`src/rtl/accel_pkg.sv`:
```
// Shared accelerometer definitions: sample width, filter FSM states and the
// 17-to-16-bit saturation helper used wherever a difference must fit a sample.
package accel_pkg;

  localparam int ACCEL_W     = 16;
  localparam int Z_ONE_G_DEF = 256;

  localparam logic signed [ACCEL_W:0] ACCEL_MAX = 17'sd32767;
  localparam logic signed [ACCEL_W:0] ACCEL_MIN = -17'sd32768;

  typedef enum logic [2:0] {
    IDLE  = 3'd0,
    ACC_X = 3'd1,
    ACC_Y = 3'd2,
    ACC_Z = 3'd3,
    OUT   = 3'd4
  } accel_state_e;

  // Clamp a 17-bit signed difference into the 16-bit sample range.
  function automatic logic signed [ACCEL_W-1:0] sat_to_accel(input logic signed [ACCEL_W:0] v);
    if (v > ACCEL_MAX)
      return ACCEL_MAX[ACCEL_W-1:0];
    else if (v < ACCEL_MIN)
      return ACCEL_MIN[ACCEL_W-1:0];
    else
      return v[ACCEL_W-1:0];
  endfunction

endpackage

```
`src/rtl/accel_sat_sub.sv`:
```
// Combinational signed subtract a - b, widened to 17 bits and saturated back to 16.
module accel_sat_sub
  import accel_pkg::*;
(
  input  logic signed [ACCEL_W-1:0] a,
  input  logic signed [ACCEL_W-1:0] b,
  output logic signed [ACCEL_W-1:0] diff
);

  logic signed [ACCEL_W:0] wide;

  // Sign-extend both operands so the difference never wraps before clamping.
  always_comb begin
    wide = {a[ACCEL_W-1], a} - {b[ACCEL_W-1], b};
    diff = sat_to_accel(wide);
  end

endmodule

```
`src/rtl/accel_avg_filter.sv`:
```
// Block-averaging filter for ADXL345 X/Y/Z samples. One adder is shared across
// the three axes by stepping an FSM through ACC_X/ACC_Y/ACC_Z; every
// 2^AVG_LOG2 samples the averages are offset-corrected, saturated and
// published together with an |X| tilt bar-graph.
module accel_avg_filter
  import accel_pkg::*;
#(
  parameter int AVG_LOG2  = 3,
  parameter int Z_ONE_G   = Z_ONE_G_DEF,
  parameter int LED_SHIFT = 6
) (
  input  logic                      CLOCK_50,
  input  logic                      reset,
  input  logic                      sample_valid,
  input  logic signed [ACCEL_W-1:0] accel_x_in,
  input  logic signed [ACCEL_W-1:0] accel_y_in,
  input  logic signed [ACCEL_W-1:0] accel_z_in,
  input  logic                      cal_req,
  input  logic                      clear_flags,
  output logic signed [ACCEL_W-1:0] filt_x,
  output logic signed [ACCEL_W-1:0] filt_y,
  output logic signed [ACCEL_W-1:0] filt_z,
  output logic                      filt_valid,
  output logic                      cal_done,
  output logic                      busy,
  output logic                      drop_flag,
  output logic [7:0]                led
);

  localparam int ACC_W = ACCEL_W + AVG_LOG2;
  localparam int NSMP  = 1 << AVG_LOG2;

  accel_state_e state, state_nxt;

  logic signed [ACCEL_W-1:0] smp_x_p0, smp_y_p0, smp_z_p0;
  logic signed [ACC_W-1:0]   acc_x, acc_y, acc_z;
  logic [AVG_LOG2-1:0]       cnt;
  logic                      cal_pending;
  logic signed [ACCEL_W-1:0] off_x, off_y, off_z;

  logic signed [ACC_W-1:0]   add_acc, add_smp, add_sum;
  logic signed [ACCEL_W-1:0] add_in;
  logic signed [ACCEL_W-1:0] avg_x, avg_y, avg_z, cal_z;
  logic signed [ACCEL_W-1:0] eoff_x, eoff_y, eoff_z;
  logic signed [ACCEL_W-1:0] fx, fy, fz;
  logic [ACCEL_W-1:0]        fx_abs, fx_bar;
  logic [3:0]                led_n;
  logic [7:0]                led_nxt;

  // State register.
  always_ff @(posedge CLOCK_50 or posedge reset) begin
    if (reset) state <= IDLE;
    else       state <= state_nxt;
  end

  // Next-state logic: one cycle per axis, OUT only at the end of a frame.
  always_comb begin
    state_nxt = state;
    case (state)
      IDLE:    if (sample_valid) state_nxt = ACC_X;
      ACC_X:   state_nxt = ACC_Y;
      ACC_Y:   state_nxt = ACC_Z;
      ACC_Z:   state_nxt = (cnt == AVG_LOG2'(NSMP - 1)) ? OUT : IDLE;
      OUT:     state_nxt = IDLE;
      default: state_nxt = IDLE;
    endcase
  end

  // Output logic: anything past IDLE refuses new samples.
  always_comb begin
    busy = (state != IDLE);
  end

  // The single shared adder: state picks which axis accumulates this cycle.
  always_comb begin
    add_acc = acc_x;
    add_in  = smp_x_p0;
    case (state)
      ACC_Y: begin add_acc = acc_y; add_in = smp_y_p0; end
      ACC_Z: begin add_acc = acc_z; add_in = smp_z_p0; end
      default: ;
    endcase
    add_smp = {{AVG_LOG2{add_in[ACCEL_W-1]}}, add_in};
    add_sum = add_acc + add_smp;
  end

  // Frame averages (floor via arithmetic shift) and the offsets in force this frame.
  always_comb begin
    avg_x  = ACCEL_W'(acc_x >>> AVG_LOG2);
    avg_y  = ACCEL_W'(acc_y >>> AVG_LOG2);
    avg_z  = ACCEL_W'(acc_z >>> AVG_LOG2);
    cal_z  = sat_to_accel({avg_z[ACCEL_W-1], avg_z} - (ACCEL_W+1)'(Z_ONE_G));
    eoff_x = cal_pending ? avg_x : off_x;
    eoff_y = cal_pending ? avg_y : off_y;
    eoff_z = cal_pending ? cal_z : off_z;
  end

  accel_sat_sub u_sub_x (.a(avg_x), .b(eoff_x), .diff(fx));
  accel_sat_sub u_sub_y (.a(avg_y), .b(eoff_y), .diff(fy));
  accel_sat_sub u_sub_z (.a(avg_z), .b(eoff_z), .diff(fz));

  // Tilt bar-graph from |X|; the most negative code folds onto full scale.
  always_comb begin
    if (fx == ACCEL_MIN[ACCEL_W-1:0])
      fx_abs = ACCEL_MAX[ACCEL_W-1:0];
    else if (fx < 0)
      fx_abs = -fx;
    else
      fx_abs = fx;
    fx_bar  = fx_abs >> LED_SHIFT;
    led_n   = (fx_bar > 16'd8) ? 4'd8 : fx_bar[3:0];
    led_nxt = 8'((9'd1 << led_n) - 9'd1);
  end

  // Sample capture, accumulation, frame counter and accumulator clear.
  always_ff @(posedge CLOCK_50 or posedge reset) begin
    if (reset) begin
      smp_x_p0 <= '0;
      smp_y_p0 <= '0;
      smp_z_p0 <= '0;
      acc_x    <= '0;
      acc_y    <= '0;
      acc_z    <= '0;
      cnt      <= '0;
    end else begin
      case (state)
        IDLE: if (sample_valid) begin
          smp_x_p0 <= accel_x_in;
          smp_y_p0 <= accel_y_in;
          smp_z_p0 <= accel_z_in;
        end
        ACC_X: acc_x <= add_sum;
        ACC_Y: acc_y <= add_sum;
        ACC_Z: begin
          acc_z <= add_sum;
          cnt   <= cnt + 1'b1;
        end
        OUT: begin
          acc_x <= '0;
          acc_y <= '0;
          acc_z <= '0;
        end
        default: ;
      endcase
    end
  end

  // Frame publication and offset capture when a calibration is pending.
  always_ff @(posedge CLOCK_50 or posedge reset) begin
    if (reset) begin
      filt_x     <= '0;
      filt_y     <= '0;
      filt_z     <= '0;
      led        <= '0;
      filt_valid <= 1'b0;
      cal_done   <= 1'b0;
      off_x      <= '0;
      off_y      <= '0;
      off_z      <= '0;
    end else begin
      filt_valid <= 1'b0;
      cal_done   <= 1'b0;
      if (state == OUT) begin
        filt_x     <= fx;
        filt_y     <= fy;
        filt_z     <= fz;
        led        <= led_nxt;
        filt_valid <= 1'b1;
        if (cal_pending) begin
          off_x    <= eoff_x;
          off_y    <= eoff_y;
          off_z    <= eoff_z;
          cal_done <= 1'b1;
        end
      end
    end
  end

  // Calibration request latch; a request landing on OUT carries to the next frame.
  always_ff @(posedge CLOCK_50 or posedge reset) begin
    if (reset) cal_pending <= 1'b0;
    else       cal_pending <= cal_req | (cal_pending & (state != OUT));
  end

  // Sticky overrun flag; a new drop beats a simultaneous clear.
  always_ff @(posedge CLOCK_50 or posedge reset) begin
    if (reset)                       drop_flag <= 1'b0;
    else if (sample_valid && busy)   drop_flag <= 1'b1;
    else if (clear_flags)            drop_flag <= 1'b0;
  end

endmodule

```
`config.mk`:
```
export PLATFORM = sky130hd
export DESIGN_NAME = accel_avg_filter
export DESIGN_NICKNAME = d
export VERILOG_FILES = /design/src/rtl/accel_pkg.sv /design/src/rtl/accel_sat_sub.sv /design/src/rtl/accel_avg_filter.sv
export SDC_FILE = /design/constraint.sdc
export NUM_CORES = 1
export LEC_CHECK = 0
export ABC_AREA = 1
export BUFFER_PORTS_ARGS = -buffer_cell sky130_fd_sc_hd__buf_2
export CORE_MARGIN = 5
export CORE_UTILIZATION = 53
export DETAILED_ROUTE_END_ITERATION = 6
export GPL_TIMING_DRIVEN = 0
export HOLD_SLACK_MARGIN = 0.05
export PLACE_DENSITY = 0.74
export SLEW_MARGIN = 0
export SYNTH_ARGS = -nofsm -noshare
export SYNTH_HDL_FRONTEND = slang
export SYNTH_HIERARCHICAL = 1
export SYNTH_SLANG_ARGS = --single-unit
```
`constraint.sdc`:
```
create_clock -name CLOCK_50 -period 9.02 [get_ports CLOCK_50]
set_input_delay 2.706 -clock CLOCK_50 [delete_from_list [all_inputs] [get_ports CLOCK_50]]
set_output_delay 2.706 -clock CLOCK_50 [all_outputs]
set_load 0.01 [all_outputs]
```
==> impl_metrics.tcl <==
set metrics [dict create \
    dpl.hpwl_um 33900 \
    post-cts-setup-buffer-count 0 \
    finish.net_count 2323 \
    final.setup.tns_ps 0 \
    cts_buffer_depth 3 \
    row_count 61 \
    number_of_design_rule_violations_left_after_detail_routing 0 \
    crit_slowest_cell "clkbuf_1" \
    boundaryPins 113 \
    synth.area.top_cells "dfrtp_1 (37%), nand2_1 (17%), inv_1 (7.1%)" \
    global_route.overflow_total 0 \
    routed-via-count 13700 \
    track_usage_pct 27.9 \
    drt_pass1_iterations 7 \
    syn_avg_cell_area_sq_um 7.18 \
    yosys.cell_count.top_type "nand2_1" \
    synth_sequential_area_ratio_pct 37.1 \
    worst_hold_path_type "reg -> reg" \
    die-area_sq_mm 0.0313 \
    maximum_number_of_pins_on_one_net_before_global_route_repair 131 \
    dpl.cell_count 2546 \
    grt_pass1_wl_um 70400 \
    synth-edff-count 0 \
    critical-path-max-stage-delay_ps 550 \
    final_layout_size_suffix_gt1_share_pct 14.8 \
    cts_tree "built" \
    final_std_cell_area_no_fill_sq_mm 0.0167 \
    clock_tree.htree_level_count 1 \
    fin_crit_sh_pct 60.1 \
    cts_hold_buf 0 \
    place.gp.congestion 0.943 \
    flow.area_growth_from_synthesis_pct 13.0 \
    detail-route-antenna-nets 0 \
    type_of_destination_of_the_critical_path "flip-flop" \
    register_area_sq_mm 0.00548 \
    fp.dieH_um 177 \
    routed_wire_length_per_instance_um 16.7 \
    worst-endpoint-arrival_ps 5850 \
    floorplan_core_area_sq_mm 0.0276 \
    worst_pin_slew_ps 945 \
    detail_route.wirelength_um 43300 \
    setup.worst_path.start_class "flip-flop" \
    maxCapViolations 0 \
    postSynthRegisterBits 219 \
    detail_route.iter0.violations 1180 \
    placed_area_sq_mm 0.0158 \
    crit_fanout 10 \
    initial_core_util_pct 53.4 \
    run_status "completed" \
    antenna_found_initial 0 \
    synth.largest_area_cell "dfrtp_1" \
    cp_data_required_time_ps 9450 \
    timing.critical_path.from "cal_pending" \
    final-hold-violation-count 0 \
    rsz0062_at_grt "no" \
    synth.distinct_cells 52 \
    cts_buffers 25 \
    clkLatencyLatePin_ps 540 \
    max-slew-margin-rel_pct 37.0 \
    timing.hold.worst.start "filt_z[8]" \
    num-fill-cells 2643 \
    cp_common_cell "nand2_1" \
    cts_resized 0 \
    die-width_um 177 \
    synthFlopType "dfrtp_1" \
    num_antenna_cells 0 \
    post_synth_instance_area_sq_mm 0.0148 \
    clock_skew_ps 15.4 \
    syn_nets 2183 \
    root_buffer_selected_by_cts "clkbuf_16" \
    post_synth_inst_count 2055 \
    worstReg2RegStart "cal_pending" \
    clock-sinks 219 \
    async_reset_ff_share_pct 100 \
    post-synth-top-area-fraction_pct 37.1 \
    first_global_vias 13300 \
    synth_commonest_cells "nand2_1 (675), inv_1 (279), dfrtp_1 (219)" \
    setup_viol 0 \
    clk_pin_slew_ps 60 \
    detail_routed_via_count_per_cell 5.29 \
    yosys_warnings 6 \
    numPortBuffers 112 \
    multi_input_area_sq_mm 0.00782 \
    finish.utilization_pct 60.3 \
    clock.fmax_mhz 184 \
    final_period_minus_worst_setup_slack_ps 5430 \
    cell_count_final_fillers_out 2590 \
    crit_type "reg -> reg" \
    report.final.slew_viol_count 0 \
]
[per-stage QoR]
stage                     hold slack (ps)  setup WS, ps
after global placement                457         -2150
final                                 470          3590
after CTS                             476          3630
after global routing                  487          3140
after floorplan                       446           321
after detailed placement              460          3680
[logic make-up after synthesis]
kind of cell / after synthesis / synth area share [%]
compound gates: 326 / 12.9
mux: 19 / 1.44
simple gates: 1015 / 30.2
fa+ha+maj: 75 / 6.56
buf+inv: 369 / 9.85
xor+xnor: 32 / 1.90
flops: 219 / 37.1
[state kept, by name, indices dropped and copies added, names as in the netlist]
name	cells
filt_z	16
smp_x_p0	16
off_y	16
drop_flag	1
filt_valid	1
filt_y	16
cnt	3
smp_y_p0	16
acc_x	19
led	8
off_z	16
acc_y	19
state	3
off_x	16
cal_pending	1
filt_x	16
acc_z	19
cal_done	1
smp_z_p0	16
[worst max-delay path: cells and delay by family, from the launching register on]
| family | cells | cell delay, ps |
|---|---|---|
| compound gates | 4 | 710 |
| fa+ha+maj | 2 | 650 |
| buf+inv | 4 | 1160 |
| flops | 1 | 410 |
| simple gates | 21 | 2380 |
[layout by cell type, fill, tap and decap left out, drive strengths merged]
cell type,Yosys,routed
mux2i,1,1
mux2,18,18
o2111ai,1,1
dfrtp,219,219
nor4,3,3
o31ai,3,3
a21boi,2,2
a21o,3,3
nand3,70,70
o2bb2ai,1,1
o221ai,28,28
clkinvlp,0,1
and2,3,3
o21ai,168,168
xor2,26,26
or2,9,9
clkinv,5,8
clkbuf,48,84
nor3,14,14
o211ai,5,5
o21bai,6,6
a211oi,2,2
inv,296,297
nand2,753,753
nand4,35,35
fa,4,4
ha,71,71
buf,20,133
xnor2,6,6
bufinv,0,3
a221oi,1,1
a21oi,92,92
o22ai,6,6
nor2,128,128
o21a,4,4
a31oi,4,4
[path summary, 6_finish.rpt]
check	depth (start not counted)	slack, ps	endpoint
hold reg to reg	2	470	filt_z[8]
setup / recovery	31	3590	led[2]
hold / removal	2	470	filt_z[8]
setup reg to reg	31	3590	led[2]
min in group asynchronous	2	2240	smp_x_p0[3]
max in group asynchronous	3	5700	filt_z[0]
[per-layer routing]
layer	vias up	track usage [%]	wire (um)	share of wire, %
met2	397	46.8	20100	46
met4	0	7.12	1050	2.4
li1	6818	-	-	-
met5	-	0	0	0
met3	61	3.08	2640	6.1
met1	6428	38.9	19500	45
[area by class of cell]
cell class                      instances  share of cell area [%]
Tap cell                              378                    2.84
Sequential cell                       219                    32.9
Buffer                                 68                    1.94
Inverter                              301                    6.83
Timing Repair Buffer                  113                    3.53
Multi-Input combinational cell       1467                    46.9
Clock inverter                          8                   0.751
Clock buffer                           36                    4.30
Power is left out: the tool's default activity adds up to more than one toggle a clock period on the data nets, which glitch-free logic cannot reach.
